==> src/rtl/ws2812_pkg.sv <==
// ws2812_pkg: shared state encoding, pixel width and 12 MHz timing defaults for the WS2812 receiver.
package ws2812_pkg;
   typedef enum logic [1:0] {SYNC, IDLE, HIGH, LOW} state_e;
   localparam int WS2812_PIXEL_W       = 24;
   localparam int DEF_BIT_THRESH       = 6;
   localparam int DEF_MIN_HIGH         = 2;
   localparam int DEF_MAX_HIGH         = 12;
   localparam int DEF_RESET_CYCLES     = 600;
endpackage

==> src/rtl/ws2812_rx_sync.sv <==
// ws2812_rx_sync: 2-flop synchronizer, optional inversion and registered rise/fall strobes.
module ws2812_rx_sync
   import ws2812_pkg::*;
#(
   parameter bit INVERT = 1'b1
) (
   input  logic clk_in,
   input  logic rst_n,
   input  logic rx_in,
   output logic line_o,
   output logic rise_o,
   output logic fall_o
);
   logic s1_q, s2_q, prev_q, rise_q, fall_q;
   assign line_o = s2_q ^ INVERT;
   assign rise_o = rise_q;
   assign fall_o = fall_q;
   // synchronizer resets to the idle-low level so no false edge follows reset
   always_ff @(posedge clk_in or negedge rst_n) begin
      if (!rst_n) begin
         s1_q   <= INVERT;
         s2_q   <= INVERT;
         prev_q <= 1'b0;
         rise_q <= 1'b0;
         fall_q <= 1'b0;
      end else begin
         s1_q   <= rx_in;
         s2_q   <= s1_q;
         prev_q <= line_o;
         rise_q <= line_o & ~prev_q;
         fall_q <= ~line_o & prev_q;
      end
   end
endmodule

==> src/rtl/ws2812_rx.sv <==
// ws2812_rx: WS2812 stream receiver (pulse-width bit decode, 24-bit pixels, latch-gap detect).
// Define WS2812_RX_PASSTHRU_EN to build the daisy-chain pass-through on dout.
module ws2812_rx
   import ws2812_pkg::*;
#(
   parameter int BIT_THRESH   = DEF_BIT_THRESH,
   parameter int MIN_HIGH     = DEF_MIN_HIGH,
   parameter int MAX_HIGH     = DEF_MAX_HIGH,
   parameter int RESET_CYCLES = DEF_RESET_CYCLES,
   parameter bit INVERT       = 1'b1
) (
   input  logic                      clk_in,
   input  logic                      rst_n,
   input  logic                      rx_in,
   output logic [WS2812_PIXEL_W-1:0] pixel_data,
   output logic [7:0]                pixel_index,
   output logic                      pixel_valid,
   input  logic                      pixel_ready,
   output logic                      frame_done,
   output logic                      err,
   output logic                      overrun,
   output logic                      dout
);
   localparam int CW = $clog2(RESET_CYCLES + 1);
   localparam logic [CW-1:0] C_ONE = CW'(1);
   localparam logic [CW-1:0] C_BT  = CW'(BIT_THRESH);
   localparam logic [CW-1:0] C_MIN = CW'(MIN_HIGH);
   localparam logic [CW-1:0] C_MAX = CW'(MAX_HIGH);
   localparam logic [CW-1:0] C_RC  = CW'(RESET_CYCLES);
   localparam logic [CW-1:0] C_RC1 = CW'(RESET_CYCLES - 1);
   localparam logic [4:0]    C_PW  = 5'(WS2812_PIXEL_W);

   logic line, rise, fall;
   ws2812_rx_sync #(.INVERT(INVERT)) u_sync (
      .clk_in(clk_in),
      .rst_n (rst_n),
      .rx_in (rx_in),
      .line_o(line),
      .rise_o(rise),
      .fall_o(fall)
   );

   state_e                    state_q, state_d;
   logic [CW-1:0]             cnt_q, cnt_d, cnt_inc;
   logic [4:0]                bitcnt_q, bitcnt_d;
   logic [WS2812_PIXEL_W-1:0] sh_q, sh_d, pdata_q, pdata_d;
   logic [7:0]                pos_q, pos_d, pidx_q, pidx_d;
   logic                      valid_q, valid_d, fd_q, fd_d, err_q, err_d, ovr_q, ovr_d;
   logic                      complete;

   assign cnt_inc  = (cnt_q == '1) ? cnt_q : cnt_q + 1'b1;
   assign complete = (bitcnt_q == C_PW);

   always_ff @(posedge clk_in or negedge rst_n) begin
      if (!rst_n) state_q <= SYNC;
      else        state_q <= state_d;
   end

   always_comb begin
      state_d = state_q;
      case (state_q)
         SYNC:    if (!line && cnt_q == C_RC1) state_d = IDLE;
         IDLE:    if (rise) state_d = HIGH;
         HIGH:    state_d = fall ? ((cnt_q < C_MIN) ? SYNC : LOW) : ((cnt_q > C_MAX) ? SYNC : HIGH);
         LOW:     state_d = rise ? HIGH : ((cnt_q == C_RC) ? IDLE : LOW);
         default: state_d = SYNC;
      endcase
   end

   // one shared counter serves as sync-gap, hcnt and lcnt depending on state
   always_comb begin
      cnt_d    = cnt_inc;
      bitcnt_d = complete ? 5'd0 : bitcnt_q;
      sh_d     = sh_q;
      pdata_d  = complete ? sh_q : pdata_q;
      pidx_d   = complete ? pos_q : pidx_q;
      pos_d    = complete ? ((pos_q == 8'hFF) ? pos_q : pos_q + 8'd1) : pos_q;
      valid_d  = complete | (valid_q & ~pixel_ready);
      ovr_d    = ovr_q | (complete & valid_q & ~pixel_ready);
      fd_d     = 1'b0;
      err_d    = 1'b0;
      case (state_q)
         SYNC: if (line) cnt_d = '0;
         IDLE: cnt_d = C_ONE;
         HIGH: begin
            if (fall && cnt_q >= C_MIN) begin
               sh_d     = {sh_q[WS2812_PIXEL_W-2:0], cnt_q >= C_BT};
               bitcnt_d = bitcnt_q + 5'd1;
               cnt_d    = C_ONE;
            end else if (fall || cnt_q > C_MAX) begin
               err_d    = 1'b1;
               bitcnt_d = 5'd0;
               cnt_d    = '0;
            end
         end
         LOW: begin
            if (rise) begin
               cnt_d = C_ONE;
            end else if (cnt_q == C_RC) begin
               fd_d     = 1'b1;
               err_d    = (bitcnt_q != 5'd0);
               bitcnt_d = 5'd0;
               pos_d    = 8'd0;
               pidx_d   = 8'd0;
            end
         end
         default: cnt_d = '0;
      endcase
   end

   always_ff @(posedge clk_in or negedge rst_n) begin
      if (!rst_n) begin
         cnt_q    <= '0;
         bitcnt_q <= 5'd0;
         sh_q     <= '0;
         pdata_q  <= '0;
         pidx_q   <= 8'd0;
         pos_q    <= 8'd0;
         valid_q  <= 1'b0;
         fd_q     <= 1'b0;
         err_q    <= 1'b0;
         ovr_q    <= 1'b0;
      end else begin
         cnt_q    <= cnt_d;
         bitcnt_q <= bitcnt_d;
         sh_q     <= sh_d;
         pdata_q  <= pdata_d;
         pidx_q   <= pidx_d;
         pos_q    <= pos_d;
         valid_q  <= valid_d;
         fd_q     <= fd_d;
         err_q    <= err_d;
         ovr_q    <= ovr_d;
      end
   end

   assign pixel_data  = pdata_q;
   assign pixel_index = pidx_q;
   assign pixel_valid = valid_q;
   assign frame_done  = fd_q;
   assign err         = err_q;
   assign overrun     = ovr_q;

`ifdef WS2812_RX_PASSTHRU_EN
   // raw synchronized line, blanked while this node consumes pixel 0 of a frame
   logic dout_q;
   always_ff @(posedge clk_in or negedge rst_n) begin
      if (!rst_n) dout_q <= 1'b0;
      else        dout_q <= (line ^ INVERT) & ~(pos_q == 8'd0 && state_q != SYNC);
   end
   assign dout = dout_q;
`else
   assign dout = 1'b0;
`endif
endmodule

==> config.mk <==
export PLATFORM = sky130hd
export DESIGN_NAME = ws2812_rx
export DESIGN_NICKNAME = d
export VERILOG_FILES = /design/src/rtl/ws2812_pkg.sv /design/src/rtl/ws2812_rx_sync.sv /design/src/rtl/ws2812_rx.sv
export SDC_FILE = /design/constraint.sdc
export NUM_CORES = 1
export LEC_CHECK = 0
export ABC_AREA = 1
export BUFFER_PORTS_ARGS = -buffer_cell sky130_fd_sc_hd__clkbuf_2
export CAP_MARGIN = 40
export CORE_ASPECT_RATIO = 1.4
export CORE_UTILIZATION = 50
export DETAILED_ROUTE_END_ITERATION = 7
export GPL_TIMING_DRIVEN = 0
export PLACE_DENSITY = 0.69
export SYNTH_ARGS = -nofsm -noshare
export SYNTH_HDL_FRONTEND = slang
export SYNTH_SLANG_ARGS = --single-unit
==> constraint.sdc <==
create_clock -name clk_in -period 4.3 [get_ports clk_in]
set_clock_uncertainty 0.15 [all_clocks]
set_input_delay 0.215 -clock clk_in [delete_from_list [all_inputs] [get_ports clk_in]]
set_output_delay 0.215 -clock clk_in [all_outputs]
set_load 0.01 [all_outputs]
==> metrics.cfg <==
[sta]
relSlewSlack_pct=57.1
holdWs_ns=0.206
hold_viol=0
setup_viol=0
fin_crit_ns=1.92
drv_slew=0
fin_crit_sh_pct=44.7
fmax_mhz=520
worstMarginPinSlew_ns=0.643
setup_tns_ns=0
rsz0062_at_grt=no

[global_routing]
grt_overflow_total=0
grt_pass1_vias=3199
grt_max_degree=48
track_usage_pct=21.4
grt_pass1_wl_um=14300
antenna_found_initial=0

[run_status]
status=finished with violations
violations=design-rule violations

[placement]
portBuffers=39
hpwlAfterDp_um=6020
dpl-instance-area_um2=4520
routabilityCongestion=0.870

[logic_synthesis]
synth_edf_count=0
synth-seq-area-share_pct=54.1
synth_warnings=0
ys_ff_latch=90
synth_fp_nets=484
synth_cells=474
synthFlopType=dfrtp_1
synth_cell_types=39
avgSynthCellArea_um2=8.80
synth_async_sr_flop_share_pct=100
syn_area_um2=4170

[layout]
ff_latch_area_um2=2250
drive_gt1_share_pct=19.1
antenna_cells=0
multiInputGateArea_um2=1580
nets=538
fin_area_um2=4850
area_growth_pct=16.4
fillers=744

[drt]
drc_errors=2
dr.first_iter.drc_count=184
first_pass_iters=6
viasPerCell=5.19
ant_nets=0
wire_per_inst_um=13.1
vias=3296
wl_um=8300

[floorplan]
dieArea_um2=8720
initial_core_util_pct=51.5
die_w_um=79.2
io_pins=41
fp-row-count=39
core-area_um2=8100
die_y_um=110

[setup_path]
cp_max_fo=6
crit_type=reg2reg
crit_required_ns=4.38
crit_path_end_kind=register
cp.arrival_ns=2.00
critPathLaunchType=register

[job]
drv_cap=0

[clock_tree]
cts.sinks=90
cts_buffers=9
htreeDepth=3
clock_latency_ns=0.34
root_buffer=clkbuf_16
clock_path_buffers=2
tritoncts=built
clkTransAtPathRegs_ns=0.06

[power_and_ir_drop]
leakagePower_nw=2.32
powerDensity_nw_per_um2=352
ir_drop_mv=0.218

[min_path]
hold_class=reg2reg

[registers in the layout (all words and copies together), names as in the netlist, 2 cells and up]
register     flops
sh_q            24
state_q          2
pixel_data      24
cnt_q           10
pixel_index      8
bitcnt_q         5
pos_q            8
[per-layer routing]
metal  wire length (um)  track usage (%)
met3                277             4.53
met5                  0                0
met1               3570             24.7
met4                144             9.22
met2               4310             38.1
[final cells by class]
| cell class | instances | share of cell area (%) |
|---|---|---|
| clock buffer | 13 | 5.36 |
| sequential | 90 | 46.5 |
| tap | 102 | 2.63 |
| timing repair buffer | 43 | 5.10 |
| multi-input combinational | 302 | 32.5 |
| clock inverter | 3 | 0.980 |
| inverter | 68 | 5.26 |
| buffer | 14 | 1.73 |
[worst max-delay path: stages (launching register included)]
cell and delay (ns):
dfrtp_1 0.43, ha_1 0.23, inv_1 0.11, nor2_4 0.18, nand3_2 0.22, nand2_1 0.14
nand2_1 0.09, a21bo_1 0.17, nand2_1 0.06, inv_1 0.04
[synthesized netlist by cell type, drive strengths merged (2+ instances only)]
| cell | n | area (um2) |
|---|---|---|
| dfstp | 2 | 52.6 |
| buf | 10 | 68.8 |
| nand3 | 34 | 193 |
| dfrtp | 88 | 2200 |
| ha | 6 | 75.1 |
| o21ai | 62 | 352 |
| nand4 | 11 | 68.8 |
| xor2 | 5 | 43.8 |
| clkbuf | 4 | 15.0 |
| nor3 | 6 | 40.0 |
| nand2 | 118 | 463 |
| a31oi | 2 | 12.5 |
| inv | 67 | 251 |
| nor2 | 29 | 149 |
| a21oi | 20 | 111 |
[kinds of logic (layout without fill, tap and decap cells)]
logic type | Yosys count | count (layout) | share of synthesized area, %
and+or+nand+nor | 200 | 200 | 22.2
adders and majority gates | 6 | 6 | 1.80
DFF | 90 | 90 | 54.1
AOI/OAI and AO/OA | 89 | 89 | 12.4
buffers and inverters | 82 | 141 | 8.13
xor gates and xnor gates | 6 | 6 | 1.26
other | 1 | 1 | 0.0899
[layout by cell type (no fill, tap or decap), drive strengths merged]
cell and n:
xnor2 1, inv 67, nor3 6, dfstp 2
ha 6, o21ai 62, nor4 1, a21bo 1
nand3b 1, nand2 118, nand4 11, o21a 1
a31oi 2, nand3 34, clkinv 3, o31ai 1
dfrtp 88, clkbuf 56, dlygate4sd3 3, xor2 5
a21oi 20, conb 1, buf 11, o21bai 1
nor2 29, bufinv 1, o211a 1
[what timing repair did]
item / 4_1_cts / 5_1_grt
hold endpoints to repair: 48 / 0
hold buffers: 3 / 0
gates resized for setup: 0 / 0
setup buffers: 0 / 0
[report_power, final]
| group | total [mW] | internal (mW) | leakage, nW | switching, mW |
|---|---|---|---|---|
| logic | 0.0527 | 0.0151 | 0.929 | 0.0376 |
| clock network | 0.797 | 0.484 | 0.150 | 0.312 |
| registers | 0.857 | 0.852 | 1.24 | 0.00525 |
| total | 1.71 | 1.35 | 2.32 | 0.355 |
[final timing paths]
check	start	end	slack [ns]	depth (start not counted)
setup / recovery	cnt_q[0]	cnt_q[0]	2.38	9
hold / removal	u_sync.s1_q	u_sync.s2_q	0.21	0
setup reg to reg	cnt_q[0]	cnt_q[0]	2.38	9
hold reg to reg	u_sync.s1_q	u_sync.s2_q	0.21	0
max in group asynchronous	rst_n	u_sync.s1_q	2.98	3
min in group asynchronous	rst_n	sh_q[12]	0.32	2
[through the flow]
step                      std cells  setup slack, ns  utilization [%]  power (mW)
after floorplan                 474             2.69                -       0.898
after global placement          615             1.87             55.5       0.922
after detailed placement        616             2.37             55.7       0.925
after CTS                       635             2.34             59.9        1.73
after global routing            635             2.20             59.9        1.77
final                           635             2.38             59.9        1.71
No activity file was read; power rests on OpenSTA's default activity.
